--- config.mk ---
export PLATFORM = sky130hd
export DESIGN_NAME = bottle_scheduler
export DESIGN_NICKNAME = d
export VERILOG_FILES = /design/src/rtl/bottle_scheduler_pkg.sv /design/src/rtl/lfsr16.sv /design/src/rtl/bottle_scheduler.sv
export SDC_FILE = /design/constraint.sdc
export NUM_CORES = 1
export LEC_CHECK = 0
export CORE_MARGIN = 4
export CORE_UTILIZATION = 45
export DETAILED_ROUTE_END_ITERATION = 8
export HOLD_SLACK_MARGIN = 0.12
export PLACE_DENSITY = 0.75
export SYNTH_ARGS = -nofsm -noshare
export SYNTH_HDL_FRONTEND = slang
export SYNTH_HIERARCHICAL = 1
export SYNTH_SLANG_ARGS = --single-unit
--- constraint.sdc ---
create_clock -name clk -period 9.3 [get_ports clk]
set_input_delay 1.395 -clock clk [delete_from_list [all_inputs] [get_ports clk]]
set_output_delay 1.395 -clock clk [all_outputs]
set_load 0.005 [all_outputs]
--- src/rtl/bottle_scheduler_pkg.sv ---
// Shared encodings for the falling-bottle game controller and its LFSR.
package bottle_scheduler_pkg;

    typedef enum logic [1:0] {
        ST_IDLE      = 2'd0,
        ST_RUN       = 2'd1,
        ST_GAME_OVER = 2'd2
    } state_e;

    // Fibonacci feedback taps 16, 14, 13, 11 expressed as bits 15, 13, 12, 10
    localparam logic [15:0] LFSR_TAPS = 16'hB400;

    localparam int MAX_LANES = 8;

endpackage

--- src/rtl/lfsr16.sv ---
// 16-bit Fibonacci LFSR that advances one step per cycle while enable is high.
module lfsr16
    import bottle_scheduler_pkg::*;
(
    input  logic        clk,
    input  logic        reset,
    input  logic        enable,
    input  logic [15:0] seed,
    output logic [15:0] q
);

    logic [15:0] q_q;
    logic [15:0] q_d;

    always_comb begin
        q_d = q_q;
        if (enable) begin
            q_d = {q_q[14:0], ^(q_q & LFSR_TAPS)};
        end
    end

    always_ff @(posedge clk) begin
        if (!reset) begin
            q_q <= seed;
        end else begin
            q_q <= q_d;
        end
    end

    assign q = q_q;

endmodule

--- src/rtl/bottle_scheduler.sv ---
// Game-level controller: launches bottles on a level-dependent spawn timer,
// retires them on catch or miss, and tracks score, level and misses.
module bottle_scheduler
    import bottle_scheduler_pkg::*;
#(
    parameter int          N_LANES     = 4,
    parameter int          SPAWN_DELAY = 25_000_000,
    parameter int          SPAWN_STEP  = 2_000_000,
    parameter int          SPAWN_MIN   = 5_000_000,
    parameter int          LEVEL_STEP  = 10,
    parameter int          MAX_LEVEL   = 9,
    parameter int          MISS_LIMIT  = 3,
    parameter logic [15:0] LFSR_SEED   = 16'hACE1
) (
    input  logic               clk,
    input  logic               reset,
    input  logic               start,
    input  logic               pause,
    input  logic [N_LANES-1:0] lane_active,
    input  logic [N_LANES-1:0] lane_caught,
    input  logic [N_LANES-1:0] lane_missed,
    output logic [N_LANES-1:0] launch,
    output logic [N_LANES-1:0] retire,
    output logic [15:0]        score,
    output logic [3:0]         level,
    output logic [1:0]         misses,
    output logic               running,
    output logic               game_over
);

    localparam logic [N_LANES-1:0] ONE_LANE   = {{(N_LANES-1){1'b0}}, 1'b1};
    localparam logic [15:0]        LVL_STEP16 = 16'(LEVEL_STEP);
    localparam logic [3:0]         MAX_LVL4   = 4'(MAX_LEVEL);
    localparam logic [4:0]         MISS_LIM5  = 5'(MISS_LIMIT);
    localparam logic [1:0]         MISS_LIM2  = 2'(MISS_LIMIT);

    function automatic logic [31:0] period_of(input logic [3:0] lvl);
        logic [63:0] dec;
        dec = 64'(lvl) * 64'(SPAWN_STEP);
        if (64'(SPAWN_DELAY) > dec + 64'(SPAWN_MIN)) begin
            return 32'(64'(SPAWN_DELAY) - dec);
        end
        return 32'(SPAWN_MIN);
    endfunction

    function automatic logic [3:0] popcount(input logic [N_LANES-1:0] v);
        logic [3:0] n;
        n = '0;
        for (int i = 0; i < N_LANES; i++) begin
            n = n + {3'b000, v[i]};
        end
        return n;
    endfunction

    // Walks downward so the lowest offset from the start lane wins.
    function automatic logic [N_LANES-1:0] scan_lanes(input logic [2:0] s,
                                                      input logic [N_LANES-1:0] busy);
        logic [N_LANES-1:0] pick;
        logic [N_LANES-1:0] busy_rot;
        int                 idx;
        pick = '0;
        for (int k = MAX_LANES - 1; k >= 0; k--) begin
            if (k < N_LANES) begin
                idx      = (int'(s) + k) % N_LANES;
                busy_rot = busy >> idx;
                if (!busy_rot[0]) begin
                    pick = ONE_LANE << idx;
                end
            end
        end
        return pick;
    endfunction

    state_e             state_q, state_d;
    logic [31:0]        timer_q, timer_d;
    logic [15:0]        score_q, score_d;
    logic [15:0]        cil_q, cil_d;
    logic [3:0]         level_q, level_d;
    logic [1:0]         misses_q, misses_d;
    logic [N_LANES-1:0] launch_q, launch_d;
    logic [N_LANES-1:0] retire_q, retire_d;
    logic               running_q, game_over_q;

    logic               lfsr_en;
    logic [15:0]        lfsr_q;
    logic               lfsr_unused;

    logic [N_LANES-1:0] caught_v, missed_v, busy, pick;
    logic [16:0]        score_sum;
    logic [15:0]        cil_sum;
    logic [4:0]         miss_sum;

    lfsr16 u_lfsr (
        .clk    (clk),
        .reset  (reset),
        .enable (lfsr_en),
        .seed   (LFSR_SEED),
        .q      (lfsr_q)
    );

    assign lfsr_unused = ^lfsr_q[15:3];

    always_comb begin
        caught_v  = lane_caught;
        missed_v  = lane_missed & ~lane_caught;
        score_sum = {1'b0, score_q} + 17'(popcount(caught_v));
        cil_sum   = cil_q + 16'(popcount(caught_v));
        miss_sum  = {3'b000, misses_q} + {1'b0, popcount(missed_v)};
        busy      = lane_active | launch_q | retire_q | caught_v | missed_v;
        pick      = scan_lanes(lfsr_q[2:0], busy);

        state_d  = state_q;
        timer_d  = timer_q;
        score_d  = score_q;
        cil_d    = cil_q;
        level_d  = level_q;
        misses_d = misses_q;
        launch_d = '0;
        retire_d = '0;
        lfsr_en  = 1'b0;

        case (state_q)
            ST_IDLE, ST_GAME_OVER: begin
                if (start) begin
                    state_d  = ST_RUN;
                    timer_d  = period_of(4'd0);
                    score_d  = '0;
                    cil_d    = '0;
                    level_d  = '0;
                    misses_d = '0;
                end
            end
            ST_RUN: begin
                if (!pause) begin
                    retire_d = caught_v | missed_v;
                    score_d  = score_sum[16] ? 16'hFFFF : score_sum[15:0];
                    if (cil_sum >= LVL_STEP16) begin
                        cil_d = cil_sum - LVL_STEP16;
                        if (level_q < MAX_LVL4) begin
                            level_d = level_q + 4'd1;
                        end
                    end else begin
                        cil_d = cil_sum;
                    end
                    misses_d = (miss_sum >= MISS_LIM5) ? MISS_LIM2 : miss_sum[1:0];

                    if (miss_sum >= MISS_LIM5) begin
                        state_d  = ST_GAME_OVER;
                        retire_d = '1;
                    end else if (timer_q == 32'd0) begin
                        // Armed: hold at zero and retry every cycle until a lane is free
                        if (pick != '0) begin
                            launch_d = pick;
                            timer_d  = period_of(level_q);
                            lfsr_en  = 1'b1;
                        end
                    end else begin
                        timer_d = timer_q - 32'd1;
                    end
                end
            end
            default: begin
                state_d = ST_IDLE;
            end
        endcase
    end

    always_ff @(posedge clk) begin
        if (!reset) begin
            state_q     <= ST_IDLE;
            timer_q     <= period_of(4'd0);
            score_q     <= '0;
            cil_q       <= '0;
            level_q     <= '0;
            misses_q    <= '0;
            launch_q    <= '0;
            retire_q    <= '0;
            running_q   <= 1'b0;
            game_over_q <= 1'b0;
        end else begin
            state_q     <= state_d;
            timer_q     <= timer_d;
            score_q     <= score_d;
            cil_q       <= cil_d;
            level_q     <= level_d;
            misses_q    <= misses_d;
            launch_q    <= launch_d;
            retire_q    <= retire_d;
            running_q   <= (state_d == ST_RUN);
            game_over_q <= (state_d == ST_GAME_OVER);
        end
    end

    assign launch    = launch_q;
    assign retire    = retire_q;
    assign score     = score_q;
    assign level     = level_q;
    assign misses    = misses_q;
    assign running   = running_q;
    assign game_over = game_over_q;

endmodule

* Word-level counts from Yosys, hierarchy flattened
Cells that the tools add are included.
Storage, ports and cells: register bits 98, input bits 16, word-level logic and storage cells 123, output and inout bits 32
Operators by class: equality and inequality tests 10, reductions and logical operators 14, $lt $le $gt $ge 4, add/sub/neg operators 17, shifts and indexed selects 8, multiply operators 1, multiplexer cells 44, bitwise gates (word level) 14
Operator list (count):
- $mux W32 | 7
- $shl A1 B32 Y4 const A | 3
- $shr A4 B32 Y1 | 3
- $mux W16 | 5
- $pmux W16 S2 | 2
- $pmux W32 S2 | 1
- $mux W4 | 9
- $logic_not A32 Y1 | 1
- $sub A32 B1 Y32 const B | 1
- $add A25 B23 Y26 const B | 1
- $gt A25 B26 Y1 const A | 1
- $sub A25 B25 Y26 const A | 1
- $or A4 B4 Y4 | 5
- $mul A4 B14 Y18 const B | 1
- $add A16 B4 Y17 | 1
- $add A16 B4 Y16 | 1
- $ge A16 B4 Y1 const B | 1
- $reduce_xor A16 Y1 | 1
- $sub A16 B4 Y16 const B | 1
- $mux W2 | 6
- $mux W1 | 11
- $ne A2 B2 Y1 const B | 5
- $reduce_and A5 Y1 | 2
- $add A3 B1 Y4 | 2
- 26 further kinds | 40

* Longest topological paths before layout
depth in word-level cells 21, mapped depth 16, depth with buffers taken out 14

* By module
Netlist, hierarchy kept.
By module, submodules not included:
- bottle_scheduler | cells each 905, instances 1, sequential area each 1641.6 um^2, area an instance 6960.4 um^2
- lfsr16 | cells each 39, instances 1, sequential area each 480.5 um^2, area an instance 748.2 um^2

* Least setup slack after synthesis
Ideal clock, no wire load.
kind input to register, from in lane_caught[0], to reg cil_q[13], data required time 9.226 ns, arrival 5.072 ns, setup time 0.074 ns, stages on the path 14, slack 4.154 ns, path through fa_1 ha_1 ha_1 inv_1 fa_1 nand2b_1 a2111oi_2 or3_1 nor2_1 o21ai_1 o211ai_1 or3b_1 a211o_1 o21ai_0
On the way: word-level cells in the longest chain between the ends 8, elaborated cells between the ends (all ways) 9, classes of those cells add/sub: 5; order compare: 1; mux: 3
Ends and longest elaborated chain:
- from (decl) | line bottle_scheduler.sv:20 | input logic [N_LANES-1:0] lane_caught,
- $add A1 B1 Y2 (*) | line bottle_scheduler.sv:50 | n = n + {3'b000, v[i]};
- $add A2 B1 Y3 (*) | line bottle_scheduler.sv:50
- $add A3 B1 Y4 (*) | line bottle_scheduler.sv:50
- $add A16 B4 Y16 (*) | line bottle_scheduler.sv:107 | cil_sum = cil_q + 16'(popcount(caught_v));
- $sub A16 B4 Y16 / $ge A16 B4 Y1 (equally long branches) | line bottle_scheduler.sv:138, bottle_scheduler.sv:137
- $mux W16 (*) | line bottle_scheduler.sv:137 | if (cil_sum >= LVL_STEP16) begin
- $mux W16 (*) | line bottle_scheduler.sv:134 | if (!pause) begin
- $pmux W16 S2 (*) | line bottle_scheduler.sv:122 | case (state_q)
- to (signal assigned) | line bottle_scheduler.sv:184 | cil_q <= cil_d;
- to (decl) | line bottle_scheduler.sv:77 | logic [15:0] cil_q, cil_d;
Mark *: on every way between the ends. The rest lies on a longest branch, timed or not. The select of a mux whose other input is x is not followed. A chain may end at the register's enable or synchronous reset.

* Final worst setup path
from in lane_caught[0], to reg cil_q[5]
The elaborated chain is that of the path after synthesis.

==> metrics.yaml <==
status:
  run_status: "complete, no violations"
floorplanning:
  ios: 48
  core-area_sq_um: 16700
  die_width_microns: 139
  fp.dieH_microns: 139
  floorplan.initialDensity: 0.462
  rows: 47
  dieArea_sq_um: 19300
placed_design:
  preCtsSetupSlack_ns: 2.98
  place_congestion: 0.906
  io_buffers: 47
  dp_cells: 1187
  dp_hpwl_mm: 14.2
pwr:
  power_mw: 1.23
  power.density_nw_per_um2: 143
  ir_drop_mv: 0.142
  p_clk_frac: 0.303
  p_sw_uw: 436
  intPower_uw: 797
  pwr-share-seq: 0.389
  swShare: 0.354
  power.share.combinational: 0.308
  power.leakage_nw: 3.26
cts:
  clockRootBuffer: "clkbuf_16"
  cts_resized: 0
  cts_buffer_depth: 2
  cts_tree: "done"
  cts.htree.levels: 3
  clkLatencyLatePin_ns: 0.36
  clock_sinks: 98
  cts_setup_buffers: 0
  cts-buffers-inserted: 9
  clk_pin_slew_ns: 0.07
  ctsHoldBuffers: 0
sta:
  worstMarginPinSlew_ns: 1.09
  drv_slew: 0
  worst_slack_ns: 3.26
  max-slew-margin-rel: 0.273
  hold_slack_ns: 0.462
  hold_viol_final: 0
  skew_ns: 0.0127
  finalSetupTns_ns: 0
  post-route-period-util: 0.649
  clock.fmax_ghz: 0.166
  rsz0062_at_grt: "no"
  layout_min_cycle_time_ns: 6.04
  setup_viol: 0
yosys:
  synth_edf_count: 16
  async_reset_ff_frac: 0
  yosysWarnings: 6
  ys_types: 84
  synth_area_per_cell_sq_um: 8.17
  syn_area_sq_um: 7710
  ys_seq_area_frac: 0.275
  synthFlopType: "dfxtp_1"
  synth_seq_cells: 98
  synth_cells: 944
worst_setup_path:
  critical_path_buf_inv_count: 1
  required_ns: 9.58
  cp_max_fo: 13
  endpoint_kind: "flop"
  path_cells: "clkdlybuf4s50_1, fa_1, ha_1, ha_1, ha_1, a21o_1, a21oi_1, xnor2_1, a2111oi_2, o211ai_1, nor2_1, nor3_1, or3_1, a31oi_1"
  crit_type: "in -> reg"
  crit_top_cell: "ha_1"
  cp_top_family: "compound AO/OA/AOI/OAI gates"
  slowest_stage: "a21oi_1"
  worstPathArrival_ns: 6.32
  cp-start-kind: "input port"
  critical-path-max-stage-delay_ns: 0.77
global_routing:
  grt_usage: 0.200
  grt_pass1_wl_mm: 32.7
  grt_max_degree: 43
  grt_remaining_overflow: 0
  grt_pass1_vias: 6597
  antenna_found_initial: 0
finish:
  drive_gt1_frac: 0.0702
  multi_input_area_sq_um: 5280
  nets: 1047
  finalNonFillerCells: 1203
  antenna_cells: 0
  num-fill-cells: 1601
  seq_area_sq_um: 2120
  area_growth_pct: 11.9
routing:
  viasPerCell: 5.98
  via_count: 7195
  wl_per_cell_microns: 16.2
  drtIter0Drc: 709
  firstDrtPassIters: 5
  drtAntennaViolNets: 0
  drt-total-wl_mm: 19.4
  post-route-drc-count: 0
run:
  drv_cap: 0
min_path:
  hold_class: "reg -> reg"
[registers in the layout (all words and copies together), names as in the netlist]
register,count
timer_q,32
cil_q,16
level,4
launch,4
running,1
u_lfsr/q,16
state_q,2
game_over,1
misses,2
score,16
retire,4
[stage by stage]
step                      utilization  instance area (sq um)
after floorplan                     -                   7760
after global placement          0.499                   8330
after detailed placement        0.499                   8330
after CTS                       0.516                   8620
after global routing            0.516                   8620
final                           0.516                   8620
[cell families (layout without fill, tap and decap cells)]
family | Yosys count | in the layout | share of synthesized area
xor gates and xnor gates | 46 | 46 | 0.0523
adders and majority gates | 53 | 53 | 0.0967
buffers and inverters | 82 | 107 | 0.0472
DFF | 98 | 98 | 0.275
and+or+nand+nor | 360 | 360 | 0.238
other | 2 | 16 | 0.000974
muxes | 23 | 23 | 0.0373
AOI/OAI and AO/OA | 280 | 280 | 0.252
[path summary, 6_finish.rpt]
| check | startpoint | end | slack [ns] | cells after the start |
|---|---|---|---|---|
| max | lane_caught[0] | cil_q[5] | 3.26 | 14 |
| min | cil_q[0] | cil_q[0] | 0.46 | 2 |
| max reg2reg | level[1] | timer_q[11] | 4.10 | 15 |
| min reg2reg | cil_q[0] | cil_q[0] | 0.46 | 2 |
[per-layer routing]
layer | share of wire | GRT usage | up-vias
li1 | - | - | 3535
met1 | 0.47 | 0.276 | 3416
met2 | 0.46 | 0.319 | 218
met3 | 0.051 | 0.0338 | 26
met4 | 0.016 | 0.0623 | 0
met5 | 0 | 0 | -
[area by class of cell]
class	instances	share of cell area
Multi-Input combinational cell	778	0.612
Inverter	39	0.0170
Tap cell	220	0.0319
Sequential cell	98	0.246
Clock inverter	7	0.00841
Timing Repair Buffer	52	0.0583
Clock buffer	9	0.0261
[worst min-delay path, stage by stage (launching register included)]
cell and delay, ns:
dfxtp_1 0.32, nand2_1 0.05, a21oi_1 0.05
[placed cells by master, fill, tap and decap left out, types with 20 or more instances in the layout]
cell	instances
nor2_1	91
dfxtp_1	82
nand2_1	77
o21ai_0	64
a21oi_1	57
clkdlybuf4s50_1	46
ha_1	42
inv_1	38
nand3_1	35
xnor2_1	33
nor3_1	31
and3_1	20
o211ai_1	20
[Yosys cell counts (11+ instances only)]
| cell | instances | area, sq um |
|---|---|---|
| o211ai_1 | 20 | 150 |
| nor2_1 | 91 | 342 |
| inv_1 | 38 | 143 |
| o21ai_0 | 64 | 320 |
| ha_1 | 42 | 526 |
| nor3_1 | 32 | 160 |
| a22o_1 | 15 | 131 |
| or3_1 | 15 | 93.8 |
| nand2_1 | 77 | 289 |
| clkbuf_1 | 29 | 109 |
| fa_1 | 11 | 220 |
| and3_1 | 20 | 125 |
| dfxtp_1 | 82 | 1640 |
| xor2_1 | 13 | 114 |
| nand3_1 | 35 | 175 |
| xnor2_1 | 33 | 289 |
| nand2b_1 | 14 | 87.6 |
| edfxtp_1 | 16 | 480 |
| a21oi_1 | 57 | 285 |
[power groups by stage]
stage	combinational, mW	sequential [mW]	clock (mW)
after global placement	0.370	0.488	0
after detailed placement	0.373	0.488	0
final	0.379	0.479	0.374
after CTS	0.376	0.479	0.384
after global routing	0.426	0.483	0.404
after floorplan	0.306	0.475	0
Power figures use the tool's default switching activity.
